`src/rtl/music_playlist_ctrl.sv`:
```
// Playlist scheduler: queues song numbers and launches each one on the player when it is idle.
// Build with PLAYLIST_LOOP_EN defined to add the `loop` input (launched songs re-queue at the tail).
module music_playlist_ctrl #(
  parameter int DEPTH         = 8,
  parameter int START_TIMEOUT = 16
) (
  input  logic                     clk,
  input  logic                     rst,
  input  logic                     enq_val,
  input  logic [4:0]               enq_song,
  output logic                     enq_rdy,
  input  logic                     flush,
  input  logic                     run,
`ifdef PLAYLIST_LOOP_EN
  input  logic                     loop,
`endif
  input  logic                     player_idle,
  output logic [4:0]               song_sel,
  output logic                     start_song,
  output logic [1:0]               state,
  output logic [$clog2(DEPTH):0]   count,
  output logic [7:0]               songs_played,
  output logic                     timeout_err
);

  localparam int AW = $clog2(DEPTH);
  localparam int CW = AW + 1;
  localparam int TW = $clog2(START_TIMEOUT) + 1;

  typedef enum logic [1:0] {
    IDLE      = 2'd0,
    START     = 2'd1,
    WAIT_BUSY = 2'd2,
    PLAY      = 2'd3
  } state_t;

  state_t          r_state;
  state_t          w_next;
  logic [4:0]      r_mem [DEPTH];
  logic [AW-1:0]   r_rd_ptr;
  logic [AW-1:0]   r_wr_ptr;
  logic [CW-1:0]   r_count;
  logic [4:0]      r_song_sel;
  logic [7:0]      r_songs_played;
  logic            r_timeout_err;
  logic [TW-1:0]   r_wait_cnt;

  logic            w_launch;
  logic            w_timeout;
  logic            w_song_done;
  logic            w_pop;
  logic            w_push;
  logic            w_loop_wr;
  logic            w_wr_en;
  logic [4:0]      w_wr_dat;

  // Guard on count keeps a flush racing the IDLE->START edge from popping an empty FIFO.
  assign w_pop = (r_state == START) && (r_count != '0);

`ifdef PLAYLIST_LOOP_EN
  assign w_loop_wr = w_pop && loop;
`else
  assign w_loop_wr = 1'b0;
`endif

  // Uses the pre-pop count, so a full FIFO refuses pushes even in the START cycle.
  assign enq_rdy  = (r_count < CW'(DEPTH)) && !flush && !w_loop_wr;
  assign w_push   = enq_val && enq_rdy;
  assign w_wr_en  = (w_push || w_loop_wr) && !flush;
  assign w_wr_dat = w_loop_wr ? r_song_sel : enq_song;

  always_comb begin
    w_next      = r_state;
    w_timeout   = 1'b0;
    w_song_done = 1'b0;
    case (r_state)
      IDLE: begin
        if (run && (r_count != '0) && player_idle) begin
          w_next = START;
        end
      end
      START: begin
        w_next = WAIT_BUSY;
      end
      WAIT_BUSY: begin
        if (!player_idle) begin
          w_next = PLAY;
        end else if (r_wait_cnt == TW'(START_TIMEOUT - 1)) begin
          w_next    = IDLE;
          w_timeout = 1'b1;
        end
      end
      PLAY: begin
        if (player_idle) begin
          w_next      = IDLE;
          w_song_done = 1'b1;
        end
      end
      default: w_next = IDLE;
    endcase
  end

  assign w_launch = (r_state == IDLE) && (w_next == START);

  always_ff @(posedge clk) begin
    if (!rst) begin
      r_state <= IDLE;
    end else begin
      r_state <= w_next;
    end
  end

  always_ff @(posedge clk) begin
    if (w_wr_en) begin
      r_mem[r_wr_ptr] <= w_wr_dat;
    end
  end

  always_ff @(posedge clk) begin
    if (!rst) begin
      r_rd_ptr <= '0;
      r_wr_ptr <= '0;
      r_count  <= '0;
    end else if (flush) begin
      r_rd_ptr <= '0;
      r_wr_ptr <= '0;
      r_count  <= '0;
    end else begin
      if (w_wr_en) begin
        r_wr_ptr <= r_wr_ptr + 1'b1;
      end
      if (w_pop) begin
        r_rd_ptr <= r_rd_ptr + 1'b1;
      end
      case ({w_wr_en, w_pop})
        2'b10:   r_count <= r_count + 1'b1;
        2'b01:   r_count <= r_count - 1'b1;
        default: r_count <= r_count;
      endcase
    end
  end

  // The head is captured on the edge into START so song_sel is valid during the pulse.
  always_ff @(posedge clk) begin
    if (!rst) begin
      r_song_sel     <= '0;
      r_songs_played <= '0;
      r_timeout_err  <= 1'b0;
      r_wait_cnt     <= '0;
    end else begin
      if (w_launch) begin
        r_song_sel <= r_mem[r_rd_ptr];
      end
      if (w_song_done) begin
        r_songs_played <= r_songs_played + 8'd1;
      end
      if (w_timeout) begin
        r_timeout_err <= 1'b1;
      end
      if (r_state == WAIT_BUSY && player_idle) begin
        r_wait_cnt <= r_wait_cnt + 1'b1;
      end else begin
        r_wait_cnt <= '0;
      end
    end
  end

  assign song_sel     = r_song_sel;
  assign start_song   = (r_state == START);
  assign state        = r_state;
  assign count        = r_count;
  assign songs_played = r_songs_played;
  assign timeout_err  = r_timeout_err;

endmodule

```
`config.mk`:
```
export PLATFORM = sky130hd
export DESIGN_NAME = music_playlist_ctrl
export DESIGN_NICKNAME = d
export VERILOG_FILES = /design/src/rtl/music_playlist_ctrl.sv
export SDC_FILE = /design/constraint.sdc
export NUM_CORES = 1
export LEC_CHECK = 0
export CORE_ASPECT_RATIO = 1.25
export CORE_MARGIN = 2
export CORE_UTILIZATION = 35
export CTS_CLUSTER_SIZE = 25
export DETAILED_ROUTE_END_ITERATION = 12
export PLACE_DENSITY = 0.65
export SLEW_MARGIN = 20
export SYNTH_ARGS = -nofsm -noshare
export SYNTH_HDL_FRONTEND = slang
export SYNTH_SLANG_ARGS = --single-unit
```
`constraint.sdc`:
```
create_clock -name clk -period 3.1 [get_ports clk]
set_input_delay 0.62 -clock clk [delete_from_list [all_inputs] [get_ports clk]]
set_output_delay 0.62 -clock clk [all_outputs]
set_load 0.1 [all_outputs]
```
==> results of run 1 <==
==> routing by layer <==
| metal | up-vias | routed length, µm |
|---|---|---|
| met1 | 821 | 2100 |
| met4 | 0 | 119 |
| met3 | 11 | 191 |
| met5 | - | 0 |
| li1 | 868 | - |
| met2 | 36 | 2450 |
==> sequential cells by signal, summed over array words and instances (netlist names) <==
name          count
songs_played      8
song_sel          5
r_wait_cnt        5
r_wr_ptr          3
r_rd_ptr          3
count             4
timeout_err       1
state             2
r_mem            40
==> logic make-up after synthesis <==
kind of cell | after synthesis | synth area share (%)
multiplexers | 17 | 10.1
buffers and inverters | 15 | 2.49
AO/OA/AOI/OAI | 24 | 4.50
flip-flops | 71 | 62.5
AND/OR/NAND/NOR | 69 | 12.4
adder cells (fa/ha/maj) | 9 | 4.12
XOR/XNOR | 13 | 3.90
==> power breakdown <==
part           switching (mW)  internal, mW
logic                  0.0495        0.0279
clock network           0.343         0.294
registers             0.00352         0.999
==> critical path, cell delays in order, from the launching register on <==
cell	delay, ps
dfxtp_1	370
or4_4	580
and2_4	200
ha_1	250
ha_1	340
a21oi_1	90
a211oi_1	290
o21ai_0	130
o31ai_1	70
==> per-stage QoR <==
step / power [mW] / utilization, % / hold slack (ps) / instances
floorplan: 1.07 / - / 418 / 218
global placement: 1.10 / 40.4 / 430 / 341
detailed placement: 1.10 / 40.4 / 460 / 341
CTS: 1.75 / 42.5 / 470 / 357
global route: 1.79 / 42.5 / 484 / 357
finish: 1.72 / 42.5 / 463 / 357
==> path summary, 6_finish.rpt <==
check / start / endpoint / depth (start not counted)
hold / removal: r_wait_cnt[0] / r_wait_cnt[0] / 1
setup / recovery: count[3] / count[3] / 8
hold reg to reg: r_wait_cnt[0] / r_wait_cnt[0] / 1
setup reg to reg: count[3] / count[3] / 8
==> synthesized netlist by cell type, drive strengths merged <==
cell type and instances:
fa 1, mux4 10, xnor2 6, and3 3
nor3 4, o21ai 8, a211oi 1, dfxtp 31
and2 6, o31ai 1, and4b 2, edfxtp 40
a21oi 11, clkbuf 5, nand2 8, nor2b 7
a21boi 1, or3 1, xor2 7, ha 8
mux2i 7, buf 4, nor2 22, nand4 4
a31oi 1, or4 1, o21a 1, or2 1
nand3 7, nand2b 3, inv 6
==> area by class of cell <==
| class | instances | area [µm²] | share of cell area [%] |
|---|---|---|---|
| Clock inverter | 6 | 45.0 | 1.30 |
| Sequential cell | 71 | 1820 | 52.6 |
| Inverter | 6 | 22.5 | 0.650 |
| Multi-Input combinational cell | 132 | 1040 | 29.9 |
| Tap cell | 97 | 121 | 3.50 |
| Clock buffer | 10 | 128 | 3.68 |
| Timing Repair Buffer | 35 | 288 | 8.31 |
==> metrics list, run 1 <==
- Total die area: 9080 µm²
* Number of clock sinks: 71
* Critical path data required time: 3340 ps
- Post-route cell area: 3460 µm²
- Clock skew on the completed layout was measured at 11.1 ps.
- Pin placement for this block handled 33 I/O pins.
- In this run the tool buffered the top-level ports with 32 buffer cells.
- The total count of hold-check failures in the final report was 0.
* Critical path arrival: 2650 ps
- The worst register-to-register path has a setup slack of 690 ps.
* Post-cts repair resize count: 0
* Leading post-synthesis cells by cell area: edfxtp_1 (41%), dfxtp_1 (21%), mux4_2 (7.7%)
- Worst setup slack after placement: 472 ps
* Area added between synthesis and finish: 18.8%
- Detailed Route Iter0 Violations: 44
* Final setup slack of the worst path: 694 ps
- Register area share after synthesis: 62.5%
- Measured against its own limit, the worst slew margin works out to 50.2%.
* Most common cell after layout, fill and taps aside: edfxtp_1
* Critical Path Sink Type: register
- Of the cells placed in the final design, the portion with a size suffix greater than 1 is 21.9%.
* Final antenna diode count: 0
* Die boundary height: 106 µm
- Remaining Overflow, GRT: 0
- Max Buffers Root-to-Sink: 2
* Skew-Pair Late Insertion Delay: 340 ps
- The number of hold buffers added after CTS was 0.
* Total clock buffers created by CTS: 9
* Die X-Extent: 85.6 µm
- GPL Wtd Cong: 0.731
* Placeable core region: 8150 µm²
- Global routing used 11.8% of the available tracks.
- The final layout contains 275 nets.
- Dividing total power by cell area gives a power density of 496 nW/µm².
* Layer with the highest usage after global routing: met2
- Global routing consumed, on the met3 layer, 3.65% of the routing resources.
* Fill cell count: 760
* Class of the most critical setup path: register to register
- Sum Neg Setup Slack: 0 ps
* Initial core utilization: 35.8%
- The tree is rooted in a clkbuf_8.
- Synthesis produced a netlist with a net count of 238.
- Wire length of the first global-routing pass: 8070 µm
- Commonest non-fill, non-tap cells in the layout: edfxtp_1 (40), dfxtp_1 (30), buf_4 (25)
- MaxCap Viol Count: 0
- Flip-flop and latch count after synthesis: 71
- In the synthesized netlist, the number of instances is 218.
- Vias in the first global route: 1,664
* Largest net degree at the start of global routing: 19
- Clock tree from TritonCTS: yes
- The number of pins exceeding their max-slew limit in the final report is 0.
- Met2 Use GR: 19.6%
- After clock tree synthesis, the clock-pin slew on the worst setup and hold paths is 70 ps.
- For this run, the number of Yosys warnings is 0.
* DRC: 0
- Synthesized area: 2920 µm²
* Peak Freq: 0.416 GHz
- Largest area contributor in the netlist: edfxtp_1
- In this run the biggest area consumer among cell types represents 41.2% of the synthesized area.
* Post-DR wirelength/cell: 13.6 µm
- Setup repair after global routing missed its margin: false
* Tmin final: 2410 ps
- Distinct cell type count after synthesis: 36
- Final setup fails: 0
- Element type at the critical path start: register
- Across all layers, the routed design uses 1,736 vias.
* ANT nets after route: 0
- Final wirelength: 4850 µm
- Count of TritonRoute iterations in the first routing pass: 4
* LEAKAGE: 1.22 nW
* Maximum resistive drop on vdd: 0.204 mV
- In this run the cell area measured after placement is 3290 µm².
- Buffers added to address setup during post-CTS repair amount to 0.
- Dividing the synthesized area by the synthesized cell count gives 13.4 µm².
- Row count: 37
- Post-detailed-route via-to-cell ratio: 4.86
* Result of the run: finished, final reports clean
- For this run, global-route usage on met1 was measured as 13.5%.
- Final worst-path cycle share: 77.6%
- Slew of the pin with the lowest slew margin: 745 ps
- Sum of net half-perimeters after detailed placement: 3520 µm
* Max FO, Critical Path: 5
* Number of antenna violations at the first check in global routing: 0
* Path class of the lowest-slack min-delay path: register to register
* Deepest level of the CTS H-tree: 3
No activity file was read; power rests on OpenSTA's default activity.
==> run 2: changes to the inputs <==
==> constraint.sdc (replaced) <==
create_clock -name clk -period 2.3 [get_ports clk]
set_input_delay 0.46 -clock clk [delete_from_list [all_inputs] [get_ports clk]]
set_output_delay 0.46 -clock clk [all_outputs]
set_load 0.1 [all_outputs]
==> run 2 against run 1 <==
Effect of this change:
- critical path depth is the same
- first-iteration DRC count is 80% higher
- cell count increased by 3.1%
- sequential cell count did not move
- clock skew is 1.9 ps lower
- worst hold slack got worse by 13 ps
- via count increased by 1.9%
- wire length rose by 3.3%
- global-route usage rose by 0.14 points
- clock power rose by 34%
- non-clock buffer count up 11
- largest cell class unchanged
- largest power group unchanged
==> metrics list, run 2 (same netlist as run 1, synthesis figures left out) <==
- Result of the run: finished, final reports clean (unchanged)
- Total die area: 9080 µm² (unchanged)
- The count of antenna diodes in the layout came to 0 (unchanged).
- Element type at the critical path start: register (unchanged)
- The synthesis-to-layout area growth is 23.9% (was 18.8%).
- Number of pins exceeding their max-slew limit in the final report: 0 (unchanged)
- The clock latency reported for the late side of the worst-skew pair is 340 ps (about the same).
* Number of clock sinks: 71 (unchanged)
- Combinational Power Share: 5.0% (was 4.5%)
- Switching power total: 0.539 mW (was 0.396 mW)
* Worst hold path depth: 1 (unchanged)
- The number of setup buffers added after CTS came to 0 (unchanged).
- Row count: 37 (unchanged)
* Root Buffer: clkbuf_8 (unchanged)
- The final routed wirelength across all metal layers was 5020 µm (was 4850 µm).
- The initial detailed-routing violation count is 79 (was 44).
- The largest register by flop count was r_mem (unchanged).
- Number of antenna violations at the first check in global routing: 0 (unchanged)
- ANT nets after route: 0 (unchanged)
- The worst setup path category was register to register (unchanged).
- The startpoint of the most critical hold path is r_wait_cnt[0] (unchanged).
- Most common cell after layout, fill and taps aside: edfxtp_1 (unchanged)
* Slew of the pin with the lowest slew margin: 537 ps (was 745 ps)
* Clock-pin transition on the worst setup and hold timing paths: 70 ps (about the same)
- Cell internal power dissipation: 1.78 mW (was 1.32 mW)
- The type of element capturing the critical path was a register (unchanged).
- Flip-flop and latch area: 1840 µm² (was 1820 µm²)
- DR vias: 1,769 (was 1,736)
- Share of total power in the clock network: 36.9% (was 37.1%)
* Die X-Extent: 85.6 µm (unchanged)
- The setup slack after placement came to -6.78 ps (was 472 ps).
- The H-tree level count is 3 (unchanged).
* Switching Share: 23.3% (was 23.1%)
* DRC: 0 (unchanged)
- The worst hold path endpoint is r_wait_cnt[0] (unchanged).
* Remaining Overflow, GRT: 0 (unchanged)
* I/O pin cnt: 33 (unchanged)
* Wire length of the first global-routing pass: 8310 µm (was 8070 µm)
- The worst supply voltage drop on vdd came to 0.324 mV (was 0.204 mV).
- The maximum clock insertion buffer count was 2 (unchanged).
- Critical path data required time: 2550 ps (was 3340 ps)
- Part of the total power dissipated in sequential elements: 58.1% (was 58.4%)
* Peak Freq: 0.461 GHz (was 0.416 GHz)
- The reg-to-reg endpoint is count[3] (unchanged).
* Initial core utilization: 35.8% (unchanged)
- Final setup fails: 0 (unchanged)
- The path depth of the worst reg2reg path is 8 (unchanged).
- The TritonCTS clock tree is yes (unchanged).
- The share of final-layout standard cells stronger than drive strength 1 came to 29.5% (was 21.9%).
* GPL Wtd Cong: 0.788 (was 0.731)
* Count of final hold-check violations: 0 (unchanged)
- Max FO, Critical Path: 5 (unchanged)
- Flop-to-flop setup slack: 130 ps (was 690 ps)
* Fill cell count: 750 (was 760)
- The path class of the lowest-slack min-delay path is register to register (unchanged).
- The static leakage was 1.28 nW (was 1.22 nW).
- The final core utilization came to 44.3% (was 42.5%).
- The total core area came to 8150 µm² (unchanged).
- The power density of the placed cells is 642 nW/µm² (was 496 nW/µm²).
- Critical path arrival: 2420 ps (was 2650 ps)
* Post-DR wirelength/cell: 13.6 µm (about the same)
* Total clock buffers created by CTS: 9 (unchanged)
- The combined area of the multi-input logic cells came to 1080 µm² (was 1040 µm²).
- Buffers added on ports: 32 (unchanged)
- The post-route fraction of the period consumed by the critical path was 94.3% (was 77.6%).
- MaxCap Viol Count: 0 (unchanged)
* Worst Skew: 9.19 ps (was 11.1 ps)
- Setup repair after global routing missed its margin: false (unchanged)
- Commonest non-fill, non-tap cells in the layout: edfxtp_1 (40), buf_4 (35), dfxtp_1 (25) (was edfxtp_1 (40), dfxtp_1 (30), buf_4 (25)).
- Slew margin rel.: 64.1% (was 50.2%)
- The first-pass iteration count of the detailed router is 4 (unchanged).
- The maximum number of pins on one net before global-route repair was 18 (was 19).
- Largest register FFs: 40 (unchanged)
* Die boundary height: 106 µm (unchanged)
- The half-perimeter wire length of the detailed placement result was 3610 µm (was 3520 µm).
- The total track usage was 12.0% (was 11.8%).
- The count of nets after finishing came to 286 (was 275).
- Reg-to-reg critical path startpoint: count[3] (unchanged)
- Tmin final: 2170 ps (was 2410 ps)
- The vias per cell was 4.81 (was 4.86).
* Vias in the first global route: 1,710 (was 1,664)
* Final setup slack of the worst path: 131 ps (was 694 ps)
==> run 2: cell count changes in the layout (fill, tap and decap cells not counted), sizes merged <==
cell / before / now
buf: 25 / 36
clkinvlp: 0 / 2
inv: 7 / 6
clkbuf: 10 / 9
==> run 2: how the worst max path moves through the flow <==
| stage | cells past startpoint | end | start |
|---|---|---|---|
| 2_1_floorplan | 9 | count[1] | state[0] |
| 3_3_place_gp | 9 | count[3] | flush |
| 3_5_place_dp | 9 | count[3] | flush |
| 4_1_cts | 8 | count[3] | count[3] |
| 5_1_grt | 8 | count[3] | count[3] |
| 6_report | 8 | count[3] | count[3] |
==> run 2: area by class of cell <==
cell class | count | share of cell area (%)
Sequential cell | 71 | 50.8
Multi-Input combinational cell | 132 | 29.8
Timing Repair Buffer | 46 | 10.6
Clock buffer | 9 | 3.43
Tap cell | 97 | 3.36
Clock inverter | 7 | 1.39
Inverter | 6 | 0.623
==> run 2: per-layer routing <==
metal / wire length (µm) / global-route usage, % / vias up
met1: 2220 / 14.7 / 845
met5: 0 / 0 / -
met3: 203 / 3.80 / 5
met4: 70 / 4.76 / 0
met2: 2520 / 19.5 / 33
li1: - / - / 886
==> run 2: per-stage QoR <==
stage | std cells | instance area, µm² | TNS [ps] | total power, mW | hold WS [ps]
6_report | 368 | 3610 | 0 | 2.32 | 450
5_1_grt | 368 | 3610 | 0 | 2.42 | 501
4_1_cts | 368 | 3600 | 0 | 2.35 | 459
3_5_place_dp | 352 | 3430 | -6.78 | 1.49 | 444
3_3_place_gp | 352 | 3430 | 0 | 1.49 | 429
2_1_floorplan | 218 | 2970 | -555 | 1.44 | 418
==> run 2: critical path: stages (launching register included) <==
cell	delay, ps
dfxtp_4	370
or4_4	550
and2_4	180
ha_4	180
ha_4	280
nand3_1	80
a211oi_1	260
o21ai_1	110
o31ai_1	60
==> run 2: power by group through the flow <==
| stage | sequential, mW | clock [mW] | combinational (mW) |
|---|---|---|---|
| 2_1_floorplan | 1.40 | 0 | 0.0416 |
| 3_3_place_gp | 1.38 | 0 | 0.116 |
| 3_5_place_dp | 1.38 | 0 | 0.118 |
| 4_1_cts | 1.35 | 0.889 | 0.118 |
| 5_1_grt | 1.35 | 0.951 | 0.125 |
| 6_report | 1.35 | 0.855 | 0.116 |
==> run 2: repair_timing <==
action,in CTS,in global routing
hold buffers,0,0
gates resized for setup,0,1
setup endpoints to repair,0,1
==> run 3: changes to the inputs <==
--- a/config.mk
+++ b/config.mk
@@ -5,11 +5,13 @@
 export SDC_FILE = /design/constraint.sdc
 export NUM_CORES = 1
 export LEC_CHECK = 0
+export CAP_MARGIN = 0
 export CORE_ASPECT_RATIO = 1.25
 export CORE_MARGIN = 2
 export CORE_UTILIZATION = 35
 export CTS_CLUSTER_SIZE = 25
 export DETAILED_ROUTE_END_ITERATION = 12
+export GPL_ROUTABILITY_DRIVEN = 0
 export PLACE_DENSITY = 0.65
 export SLEW_MARGIN = 20
 export SYNTH_ARGS = -nofsm -noshare
==> results of run 3 <==
The final DEF is identical to that of run 2; final timing and power are the same.
==> RTL change 1, RTL diff (config.mk and constraints of run 1) <==
Register the output `count` once more, without a reset; this adds one clock of latency there. The other outputs are not delayed to match. Comments in the files are not updated.
--- a/src/rtl/music_playlist_ctrl.sv
+++ b/src/rtl/music_playlist_ctrl.sv
@@ -168,7 +168,9 @@
   assign song_sel     = r_song_sel;
   assign start_song   = (r_state == START);
   assign state        = r_state;
-  assign count        = r_count;
+  always_ff @(posedge clk) begin
+    count <= r_count;
+  end
   assign songs_played = r_songs_played;
   assign timeout_err  = r_timeout_err;
 
Formal check against the unedited RTL: not equivalent (a bounded check fails within 4 cycles, from zero or initial values and one cycle with rst low).
==> RTL change 1 against run 1 <==
Design area up 3.3%. Combinational power rose by 4.1%. Total power up 6.6%. Sequential cell count rose by 4. Sequential power is 5% higher. Highest routed layer unchanged. Wire length up 2.5%. Hold slack got worse by 50 ps. Cell count is 2.0% higher. Synthesized area is 2.4% higher. Non-clock buffer count rose by 1. First-iteration DRC count grew 16%. Worst setup slack lost 92 ps.
==> RTL change 1: results (changes against run 1) <==
INFO  metric layout.sequential_cells = 75 (was 71)
INFO  metric detailedPlacementHpwl = 3.600 mm (was 3.516 mm)
INFO  metric fin_skew = 7.748 ps (was 11.10 ps)
INFO  metric dp_cells = 348 (was 341)
INFO  metric gpl.final_weighted_congestion = 0.7687 (was 0.7314)
INFO  metric fillCellCount = 746 (was 760)
INFO  metric power_switching = 0.4396 mW (was 0.3965 mW)
INFO  metric static-leakage-power = 1.284 nW (was 1.218 nW)
INFO  metric ir_worst_vdd = 0.1568 mV (was 0.2038 mV)
INFO  metric clkPwrFrac = 38.0% (was 37.1%)
INFO  metric inverters = 5 (was 6)
INFO  metric grt_first_pass_wirelength = 8.307 mm (was 8.066 mm)
INFO  metric dp_slack = 326.0 ps (was 472.4 ps)
INFO  metric layout.nets = 282 (was 275)
INFO  metric multi_input_combinational_cell_count = 135 (was 132)
INFO  metric seq_share = 53.15% (was 52.62%)
INFO  metric final_routed_wirelength_across_all_metal_layers = 4.975 mm (was 4.854 mm)
INFO  metric global_route.usage.total = 11.77% (was 11.82%)
INFO  metric relSlewSlack = 48.14% (was 50.25%)
INFO  metric seq_area_frac_synth = 63.65% (was 62.46%)
INFO  metric drt-vias-per-instance = 4.843 (was 4.863)
INFO  metric synth_nets = 242 (was 238)
INFO  metric buffers_excl_clock = 36 (was 35)
INFO  metric multi_input_gate_area = 1040 um^2 (was 1037 um^2)
INFO  metric nonClkBufAreaFrac = 8.601% (was 8.306%)
INFO  metric drt_iter0_drc = 51 (was 44)
INFO  metric critPathSlowestCell = sky130_fd_sc_hd__nor4_1 (was sky130_fd_sc_hd__or4_4)
INFO  metric run_status = completed (unchanged)
INFO  metric post_synth_most_frequent_cells = 40 x sky130_fd_sc_hd__edfxtp_1, 35 x sky130_fd_sc_hd__dfxtp_1, 22 x sky130_fd_sc_hd__nor2_1 (was 40 x sky130_fd_sc_hd__edfxtp_1, 31 x sky130_fd_sc_hd__dfxtp_1, 22 x sky130_fd_sc_hd__nor2_1)
INFO  metric synthTopCellsByArea = sky130_fd_sc_hd__edfxtp_1 40%, sky130_fd_sc_hd__dfxtp_1 23%, sky130_fd_sc_hd__mux4_2 7.5% (was sky130_fd_sc_hd__edfxtp_1 41%, sky130_fd_sc_hd__dfxtp_1 21%, sky130_fd_sc_hd__mux4_2 7.7%)
INFO  metric cp_slowest_stage_delay = 510 ps (was 580 ps)
INFO  metric pg_seq = 1.05 mW (was 1.00 mW)
INFO  metric detail_route.wl_per_cell = 13.67 um (was 13.60 um)
INFO  metric worstPathArrival = 2720 ps (was 2650 ps)
==> RTL change 1: changes by cell type after synthesis, moves of 3 or more <==
cell,run 1,this run
sky130_fd_sc_hd__o21ai_0,4,9
sky130_fd_sc_hd__nor2b_1,7,4
sky130_fd_sc_hd__nand4_1,4,1
sky130_fd_sc_hd__dfxtp_1,31,35
sky130_fd_sc_hd__o21ai_1,4,0
sky130_fd_sc_hd__nand2_1,8,13
==> RTL change 1: worst paths after layout <==
| kind | start | to | slack (ps) | cells past startpoint |
|---|---|---|---|---|
| hold / removal | r_count[2] | count[2] | 410 | 0 |
| setup / recovery | r_count[0] | r_count[3] | 600 | 8 |
| hold reg to reg | r_count[2] | count[2] | 410 | 0 |
| setup reg to reg | r_count[0] | r_count[3] | 600 | 8 |
==> RTL change 1: cells by family (layout without fill, tap and decap cells) <==
kind of cell / Yosys count / after routing / share of synthesized area (%)
muxes: 17 / 17 / 9.883
DFF: 75 / 75 / 63.65
buffers and inverters: 12 / 57 / 1.675
xor gates and xnor gates: 12 / 12 / 3.518
AOI/OAI and AO/OA: 26 / 26 / 4.774
and+or+nand+nor: 71 / 71 / 12.48
adders and majority gates: 9 / 9 / 4.020
==> RTL change 1: routing by layer <==
metal  global-route usage (%)  vias up  wire [um]
li1                         -      888          -
met1                    12.84      841       2187
met2                    20.71       29       2561
met3                    3.067        5        164
met4                    6.027        0         62
met5                        0        -          0
==> RTL change 1: stage by stage <==
step	instance area, um^2	power [mW]	hold WS, ps	util [%]
after floorplan	2992	1.121	368.1	-
after global routing	3578	1.906	423.2	43.18
after global placement	3390	1.158	401.4	40.90
after detailed placement	3390	1.160	396.6	40.90
final	3578	1.830	412.8	43.18
after CTS	3578	1.860	413.9	43.18
==> RTL change 2, RTL diff (settings of run 1) <==
Made on the original files. Set the parameter `DEPTH` to 16 (it was 8).
--- a/src/rtl/music_playlist_ctrl.sv
+++ b/src/rtl/music_playlist_ctrl.sv
@@ -1,7 +1,7 @@
 // Playlist scheduler: queues song numbers and launches each one on the player when it is idle.
 // Build with PLAYLIST_LOOP_EN defined to add the `loop` input (launched songs re-queue at the tail).
 module music_playlist_ctrl #(
-  parameter int DEPTH         = 8,
+  parameter int DEPTH         = 16,
   parameter int START_TIMEOUT = 16
 ) (
   input  logic                     clk,
Ports: changed (resized count); port bits go from 33 to 34. No check against the original RTL was run, so the function may have changed too.
==> RTL change 2 against run 1 <==
Non-clock buffer count grew 8. Hold slack worse by 4.8 ps. Sequential cell count up 43. Global-route usage rose by 2.5 points. Synthesized cell count grew 58%. Total power grew 110%. Core utilization increased by 1.4 points. Synthesized area is 65% higher. Wire length up 99%. Cell count up 60%. Sequential share of layout area barely moved. Die area increased by 62%. Worst setup slack lost 410 ps. Design area rose by 69%. Critical path type unchanged. Largest cell class unchanged. Largest power group is now clock.
==> RTL change 2: results (changes against run 1) <==
INFO  metric synthTopCellsByArea = sky130_fd_sc_hd__edfxtp_1 50%, sky130_fd_sc_hd__dfxtp_1 14%, sky130_fd_sc_hd__mux4_2 7.0% (was sky130_fd_sc_hd__edfxtp_1 41%, sky130_fd_sc_hd__dfxtp_1 21%, sky130_fd_sc_hd__mux4_2 7.7%)
INFO  metric layout.nets = 412 (was 275)
INFO  metric clk_root_buffer_cell = sky130_fd_sc_hd__clkbuf_16 (was sky130_fd_sc_hd__clkbuf_8)
INFO  metric largest-register = r_mem (unchanged)
INFO  metric number_of_global_route_vias_before_repair = 2922 (was 1664)
INFO  metric finalWorstPathRequiredPeriod = 2815 ps (was 2406 ps)
INFO  metric clk_pin_slew = 50 ps (was 70 ps)
INFO  metric synth_nets = 367 (was 238)
INFO  metric worstPathArrival = 3130 ps (was 2650 ps)
INFO  metric largest_register_ff_count = 80 (was 40)
INFO  metric relSlewSlack = 56.27% (was 50.25%)
INFO  metric synth_edf_count = 80 (was 40)
INFO  metric grt_max_degree = 28 (was 19)
INFO  metric cts_max_path_buffers = 2 (unchanged)
INFO  metric cts.htree.levels = 4 (was 3)
INFO  metric gpl.final_weighted_congestion = 0.8177 (was 0.7314)
INFO  metric run_status = completed (unchanged)
INFO  metric seq_area_frac_synth = 64.17% (was 62.46%)
INFO  metric cts_made_buffers = 17 (was 9)
INFO  metric clock_latency = 410 ps (was 340 ps)
INFO  metric grt_first_pass_wirelength = 15.37 mm (was 8.066 mm)
INFO  metric postCtsSetupRepairBufs = 0 (unchanged)
INFO  metric static-leakage-power = 2.033 nW (was 1.218 nW)
INFO  metric fin_skew = 6.840 ps (was 11.10 ps)
INFO  metric post_synth_most_frequent_cells = 80 x sky130_fd_sc_hd__edfxtp_1, 34 x sky130_fd_sc_hd__dfxtp_1, 31 x sky130_fd_sc_hd__nor2_1 (was 40 x sky130_fd_sc_hd__edfxtp_1, 31 x sky130_fd_sc_hd__dfxtp_1, 22 x sky130_fd_sc_hd__nor2_1)
INFO  metric regToRegSetupSlack = 290 ps (was 690 ps)
INFO  metric crit_fanout = 9 (was 5)
INFO  metric drt_iter0_drc = 265 (was 44)
INFO  metric cp_slowest_stage_delay = 600 ps (was 580 ps)
INFO  metric drive_above_1_share = 21.45% (was 21.92%)
INFO  metric global_route.usage.total = 14.33% (was 11.82%)
INFO  metric fillCellCount = 1157 (was 760)
INFO  metric ir_worst_vdd = 0.3403 mV (was 0.2038 mV)
INFO  metric dpl_cell_area = 5294 um^2 (was 3292 um^2)
INFO  metric dp_slack = 195.1 ps (was 472.4 ps)
INFO  metric drt-vias-per-instance = 5.094 (was 4.863)
INFO  metric port-buffer-count = 33 (was 32)
INFO  metric detail_route.wl_per_cell = 16.93 um (was 13.60 um)
INFO  metric synth_cell_type_count = 45 (was 36)
INFO  metric detailedPlacementHpwl = 6.448 mm (was 3.516 mm)
INFO  metric pwr_density_cell = 620.3 nW/um^2 (was 495.8 nW/um^2)
RTL change 2: cell families (layout without fill, tap and decap cells):
| logic type | Yosys count | count (layout) | share of synthesized area, % |
|---|---|---|---|
| fa+ha+maj | 12 | 12 | 3.125 |
| buf+inv | 24 | 81 | 2.318 |
| mux | 27 | 27 | 9.557 |
| simple gates | 103 | 103 | 11.09 |
| compound gates | 47 | 47 | 6.641 |
| xor+xnor | 17 | 17 | 3.099 |
| flops | 114 | 114 | 64.17 |
RTL change 2: stage by stage:
step           std cells  total power [mW]  hold WS [ps]
2_1_floorplan        344             1.721         417.9
3_3_place_gp         541             1.768         432.8
3_5_place_dp         541             1.771         449.7
4_1_cts              572             3.664         462.2
5_1_grt              572             3.745         477.4
6_report             572             3.640         458.3
RTL change 2: layout make-up:
| type | count | area (um^2) | share of cell area, % |
|---|---|---|---|
| inverters | 7 | 26.28 | 0.4477 |
| flip-flops and latches | 114 | 3088 | 52.61 |
| clock inverters | 11 | 138.9 | 2.366 |
| multi-input cells | 206 | 1618 | 27.56 |
| well taps | 171 | 214.0 | 3.645 |
| clock buffers | 20 | 436.7 | 7.440 |
| repair buffers | 43 | 347.8 | 5.926 |
RTL change 2: where the power goes:
group / switching [mW] / leakage [nW] / total, mW / internal, mW
clock: 0.652 / 0.271 / 1.90 / 1.25
combinational: 0.0673 / 0.765 / 0.0997 / 0.0324
sequential: 0.00392 / 0.997 / 1.64 / 1.64
RTL change 2: worst register-to-register path, delay by kind of cell (launching register included):
kind / cells / cell delay [ps]
DFF: 1 / 360
adders and majority gates: 2 / 550
AOI/OAI and AO/OA: 3 / 530
buffers and inverters: 1 / 90
xor gates and xnor gates: 2 / 290
and+or+nand+nor: 2 / 910
RTL change 2: routing by layer:
layer | part of all wire [%] | track usage [%] | up-vias
li1 | - | - | 1391
met1 | 43 | 17.10 | 1444
met2 | 50 | 23.30 | 65
met3 | 4.1 | 3.571 | 14
met4 | 2.9 | 8.405 | 0
met5 | 0 | 0 | -
RTL change 2: final timing paths:
check	depth (start not counted)	end	start
setup / recovery	10	count[2]	count[1]
hold / removal	1	r_wait_cnt[0]	r_wait_cnt[0]
hold reg to reg	1	r_wait_cnt[0]	r_wait_cnt[0]
setup reg to reg	10	count[2]	count[1]
